## config.mk

```make
export PLATFORM = sky130hd
export DESIGN_NAME = addr_pipe_tracker
export DESIGN_NICKNAME = d
export VERILOG_FILES = /design/src/rtl/addr_pipe_tracker.sv
export SDC_FILE = /design/constraint.sdc
export NUM_CORES = 1
export LEC_CHECK = 0
export BUFFER_PORTS_ARGS = -buffer_cell sky130_fd_sc_hd__buf_2
export CAP_MARGIN = 25
export CORE_UTILIZATION = 49
export CTS_CLUSTER_SIZE = 14
export DETAILED_ROUTE_END_ITERATION = 10
export GPL_TIMING_DRIVEN = 0
export PLACE_DENSITY_LB_ADDON = 0.15
export SYNTH_ARGS = -nofsm -noshare
export SYNTH_HDL_FRONTEND = slang
export SYNTH_SLANG_ARGS = --single-unit
```

## constraint.sdc

```tcl
create_clock -name clk -period 2.3 [get_ports clk]
set_input_delay 0.115 -clock clk [delete_from_list [all_inputs] [get_ports clk]]
set_output_delay 0.115 -clock clk [all_outputs]
set_load 0.05 [all_outputs]
```

## src/rtl/addr_pipe_tracker.sv

```systemverilog
// Tracks register/CSR destinations of in-flight instructions behind EX
// and reports forwarding selects plus the count of pending register writes.
module addr_pipe_tracker #(
    parameter int DEPTH  = 3,
    parameter int REG_AW = 5,
    parameter int CSR_AW = 12,
    parameter int NSRC   = 2,
    localparam int SW    = $clog2(DEPTH + 1)
) (
    input  logic                     clk,
    input  logic                     rst,
    input  logic [DEPTH-1:0]         bubble,
    input  logic [DEPTH-1:0]         flush,
    input  logic [REG_AW-1:0]        reg_dest_in,
    input  logic                     reg_we_in,
    input  logic [CSR_AW-1:0]        csr_dest_in,
    input  logic                     csr_we_in,
    input  logic [NSRC*REG_AW-1:0]   src_addr,
    input  logic [CSR_AW-1:0]        csr_src_addr,
    output logic [DEPTH*REG_AW-1:0]  reg_dest_out,
    output logic [DEPTH-1:0]         reg_we_out,
    output logic [DEPTH*CSR_AW-1:0]  csr_dest_out,
    output logic [DEPTH-1:0]         csr_we_out,
    output logic [NSRC*SW-1:0]       fwd_sel,
    output logic [SW-1:0]            csr_fwd_sel,
    output logic [SW-1:0]            pending
);

    if (DEPTH < 1 || DEPTH > 4) begin : g_bad_depth
        $error("addr_pipe_tracker: DEPTH must be 1..4");
    end

    logic [REG_AW-1:0] rd_q  [DEPTH];
    logic              rwe_q [DEPTH];
    logic [CSR_AW-1:0] cd_q  [DEPTH];
    logic              cwe_q [DEPTH];

    for (genvar k = 0; k < DEPTH; k++) begin : g_stage
        logic [REG_AW-1:0] up_rd;
        logic              up_rwe;
        logic [CSR_AW-1:0] up_cd;
        logic              up_cwe;

        if (k == 0) begin : g_head
            assign up_rd  = reg_dest_in;
            assign up_rwe = reg_we_in;
            assign up_cd  = csr_dest_in;
            assign up_cwe = csr_we_in;
        end else begin : g_body
            assign up_rd  = rd_q[k-1];
            assign up_rwe = rwe_q[k-1];
            assign up_cd  = cd_q[k-1];
            assign up_cwe = cwe_q[k-1];
        end

        // Bubble holds regardless of flush; a bubbled upstream entry is
        // still copied forward, leaving hazard handling to the controller.
        always_ff @(posedge clk) begin
            if (rst) begin
                rd_q[k]  <= '0;
                rwe_q[k] <= 1'b0;
                cd_q[k]  <= '0;
                cwe_q[k] <= 1'b0;
            end else if (!bubble[k]) begin
                if (flush[k]) begin
                    rd_q[k]  <= '0;
                    rwe_q[k] <= 1'b0;
                    cd_q[k]  <= '0;
                    cwe_q[k] <= 1'b0;
                end else begin
                    rd_q[k]  <= up_rd;
                    rwe_q[k] <= up_rwe;
                    cd_q[k]  <= up_cd;
                    cwe_q[k] <= up_cwe;
                end
            end
        end

        assign reg_dest_out[k*REG_AW +: REG_AW] = rd_q[k];
        assign reg_we_out[k]                    = rwe_q[k];
        assign csr_dest_out[k*CSR_AW +: CSR_AW] = cd_q[k];
        assign csr_we_out[k]                    = cwe_q[k];
    end

    // Scan oldest to youngest so the lowest matching stage wins.
    always_comb begin
        fwd_sel = '0;
        for (int i = 0; i < NSRC; i++) begin
            for (int k = DEPTH - 1; k >= 0; k--) begin
                if (rwe_q[k] && rd_q[k] != '0 &&
                    rd_q[k] == src_addr[i*REG_AW +: REG_AW]) begin
                    fwd_sel[i*SW +: SW] = SW'(k + 1);
                end
            end
        end
    end

    always_comb begin
        csr_fwd_sel = '0;
        for (int k = DEPTH - 1; k >= 0; k--) begin
            if (cwe_q[k] && cd_q[k] == csr_src_addr) begin
                csr_fwd_sel = SW'(k + 1);
            end
        end
    end

    always_comb begin
        pending = '0;
        for (int k = 0; k < DEPTH; k++) begin
            if (rwe_q[k] && rd_q[k] != '0) begin
                pending = pending + SW'(1);
            end
        end
    end

endmodule
```

==> impl_metrics.csv <==
group,metric,value,unit
clock_network,clk_pin_slew,70,ps
worst_setup_path,crit_cells,5,
worst_setup_path,arrival,2160,ps
floorplanning,rows,28,
worst_setup_path,end_kind,"primary output",
flow_run,maxCapViolations,0,
floorplanning,dieHeight,81.0,um
drt,drc_errors,0,
synth,synth-edff-count,57,
pwr,p_clk_frac,0.369,
clock_network,clkLatencyLatePin,320,ps
synth,async_flop_share,0,
timing,worstMarginPinSlew,890,ps
clock_network,postCtsHoldBufs,0,
floorplanning,dieArea,6570,um2
global_routing,grt_antenna_before_repair,0,
worst_setup_path,start_kind,"register",
timing,min_period,2270,ps
cells_and_area,drive_gt1_frac,0.397,
drt,wl_per_cell,14.7,um
pwr,ir_drop,0.467,mV
clock_network,htree_num_levels,3,
drt,finalWirelength,6.72,mm
worst_setup_path,critPathTopFamily,"simple AND/OR/NAND/NOR gates",
timing,report.final.slew_viol_count,0,
cells_and_area,num-fill-cells,463,
synth,syn-num-nets,295,
status,status,"completed",
cells_and_area,fin_util,0.684,
worst_setup_path,reg2reg_depth,1,
clock_network,clock_path_buffers,2,
worst_setup_path,path_max_fanout,4,
cells_and_area,diodes,0,
drt,drt-pass1-iter-count,4,
pwr,cell_internal_pwr,0.00213,W
timing,tns,0,ps
synth,synth_common_cells,"and2_1 (57), edfxtp_1 (57), xnor2_1 (53)",
global_routing,grt_pass1_vias,1955,
global_routing,grt_pass1_wl,9.87,mm
drt,final_antenna_net_count,0,
pwr,switching_share,0.286,
worst_hold_path,min_path_type,"primary input to register",
pwr,switchingPower,0.000851,W
timing,finalHoldViolCount,0,
placed_design,finalWeightedCongestion,0.862,
pwr,p_comb_frac,0.205,
synth,synth_area_leaders,"edfxtp_1 (56%), xnor2_1 (15%), and2_1 (12%)",
synth,ys_types,22,
drt,avgViaCountPerCell,4.83,
pwr,seq_power_share,0.425,
drt,vias,2213,
worst_setup_path,required,2180,ps
worst_setup_path,worstSetupPathType,"register to primary output",
global_routing,grt_max_degree,20,
synth,syn_area,3060,um2
drt,drt_iter0_drc,117,
synth,syn_inst,244,
pwr,power.density,731,nW/um2
timing,rsz0062_at_grt,"true",
timing,relSlewSlack,0.402,
timing,fin_skew,3.97,ps
synth,synth.top_cell.area_share,0.559,
cells_and_area,final_nets,429,
pwr,leakagePower,1.78,nW
global_routing,grtUsageTotal,0.212,
worst_hold_path,hold_depth,2,
placed_design,post-dp-hpwl,5.29,mm
worst_setup_path,critPathSlowestCell,"or4_1",
placed_design,io_buffers,113,
floorplanning,die_w,81.0,um
synth,synth_seq_area_share,0.559,
synth,yosys_warnings,0,
cells_and_area,syn2layout_area_growth,33.1,%
floorplanning,core,5960,um2
worst_setup_path,slowest_delay,580,ps
synth,yosysTopAreaCell,"edfxtp_1",
synth,syn_avg_cell_area,12.5,um2
synth,ys_ff_latch,57,
floorplanning,io-pin-count,114,
synth,ys_dominant_reg_cell,"edfxtp_1",
clock_network,cts_tree,"built",
global_routing,grt_overflow,0,
timing,min_period_over_period,0.988,
clock_network,cts_inserted_buffers,9,
worst_setup_path,cp_num_buf_inv,1,
clock_network,cts_sinks,57,
timing,fmax,440,MHz
timing,finalSetupViolCount,0,
clock_network,cts_root_buf,"clkbuf_8",
worst_setup_path,path_cells,"or4_1 -> o21ai_4 -> ha_1 -> xnor2_2 -> buf_6",
floorplanning,start_util,0.514,
==> power by group through the flow <==
stage	combinational [W]	sequential, W	clock [W]
2_1_floorplan	0.000224	0.00147	0
3_3_place_gp	0.000568	0.00130	0
3_5_place_dp	0.000575	0.00130	0
4_1_cts	0.000609	0.00127	0.00112
5_1_grt	0.000649	0.00127	0.00117
6_report	0.000612	0.00127	0.00110
==> routing by layer <==
| metal | GRT usage | up-vias | wire length (um) |
|---|---|---|---|
| met3 | 0.0562 | 7 | 379 |
| li1 | - | 1126 | - |
| met4 | 0.0911 | 0 | 86 |
| met5 | 0 | - | 0 |
| met2 | 0.308 | 76 | 3040 |
| met1 | 0.297 | 1004 | 3210 |
==> area by class of cell <==
| class | instances | area (um2) | area share |
|---|---|---|---|
| clock inverter | 7 | 109 | 0.0267 |
| clock buffer | 9 | 124 | 0.0304 |
| sequential | 57 | 1710 | 0.420 |
| multi-input combinational | 176 | 1320 | 0.325 |
| tap | 75 | 93.8 | 0.0230 |
| inverter | 2 | 7.51 | 0.00184 |
| buffer | 9 | 56.3 | 0.0138 |
| timing repair buffer | 123 | 647 | 0.159 |
==> cell usage in the layout, fill, tap and decap left out, types with 6 or more instances in the layout <==
cell type	n
and2_1	57
buf_2	112
buf_4	16
clkbuf_8	9
edfxtp_1	57
nand3_1	9
nand4_1	6
nor4_1	6
xnor2_1	52
xor2_1	14
==> sequential cells by signal, indices dropped and copies added (netlist names) <==
register and flops:
cd_q 36, rd_q 15, rwe_q 3, cwe_q 3
==> worst paths after layout <==
path	from	end	slack, ps
worst max-delay path	rd_q[1][0]	pending[0]	30
worst min-delay path	csr_dest_in[10]	cd_q[0][10]	60
worst max register to register	rd_q[0][3]	rd_q[1][3]	1330
worst min register to register	cd_q[1][6]	cd_q[2][6]	600
==> repair_timing <==
| item | in CTS | in global routing |
|---|---|---|
| setup endpoints to repair | 4 | 4 |
| pin swaps | 1 | 1 |
| gates resized for setup | 4 | 1 |
| buffers inserted | 8 | 2 |
| hold endpoints to repair | 0 | 0 |
==> logic make-up after synthesis <==
kind of cell,after synthesis,synth area share
simple gates,97,0.193
xor+xnor,67,0.192
flops,57,0.559
buf+inv,11,0.0208
compound gates,10,0.0266
fa+ha+maj,2,0.00818
==> through the flow <==
stage | power, W | cells | hold WS, ps | setup WS, ps | instance area [um2]
2_1_floorplan | 0.00170 | 244 | 313 | -131 | 3080
5_1_grt | 0.00309 | 458 | 47.7 | -44.6 | 4070
6_report | 0.00298 | 458 | 60.2 | 28.1 | 4070
3_5_place_dp | 0.00187 | 432 | 393 | 32.8 | 3740
3_3_place_gp | 0.00186 | 432 | 391 | 71.3 | 3740
4_1_cts | 0.00300 | 456 | 39.0 | 0.570 | 4050
No activity file was read; power rests on OpenSTA's default activity.
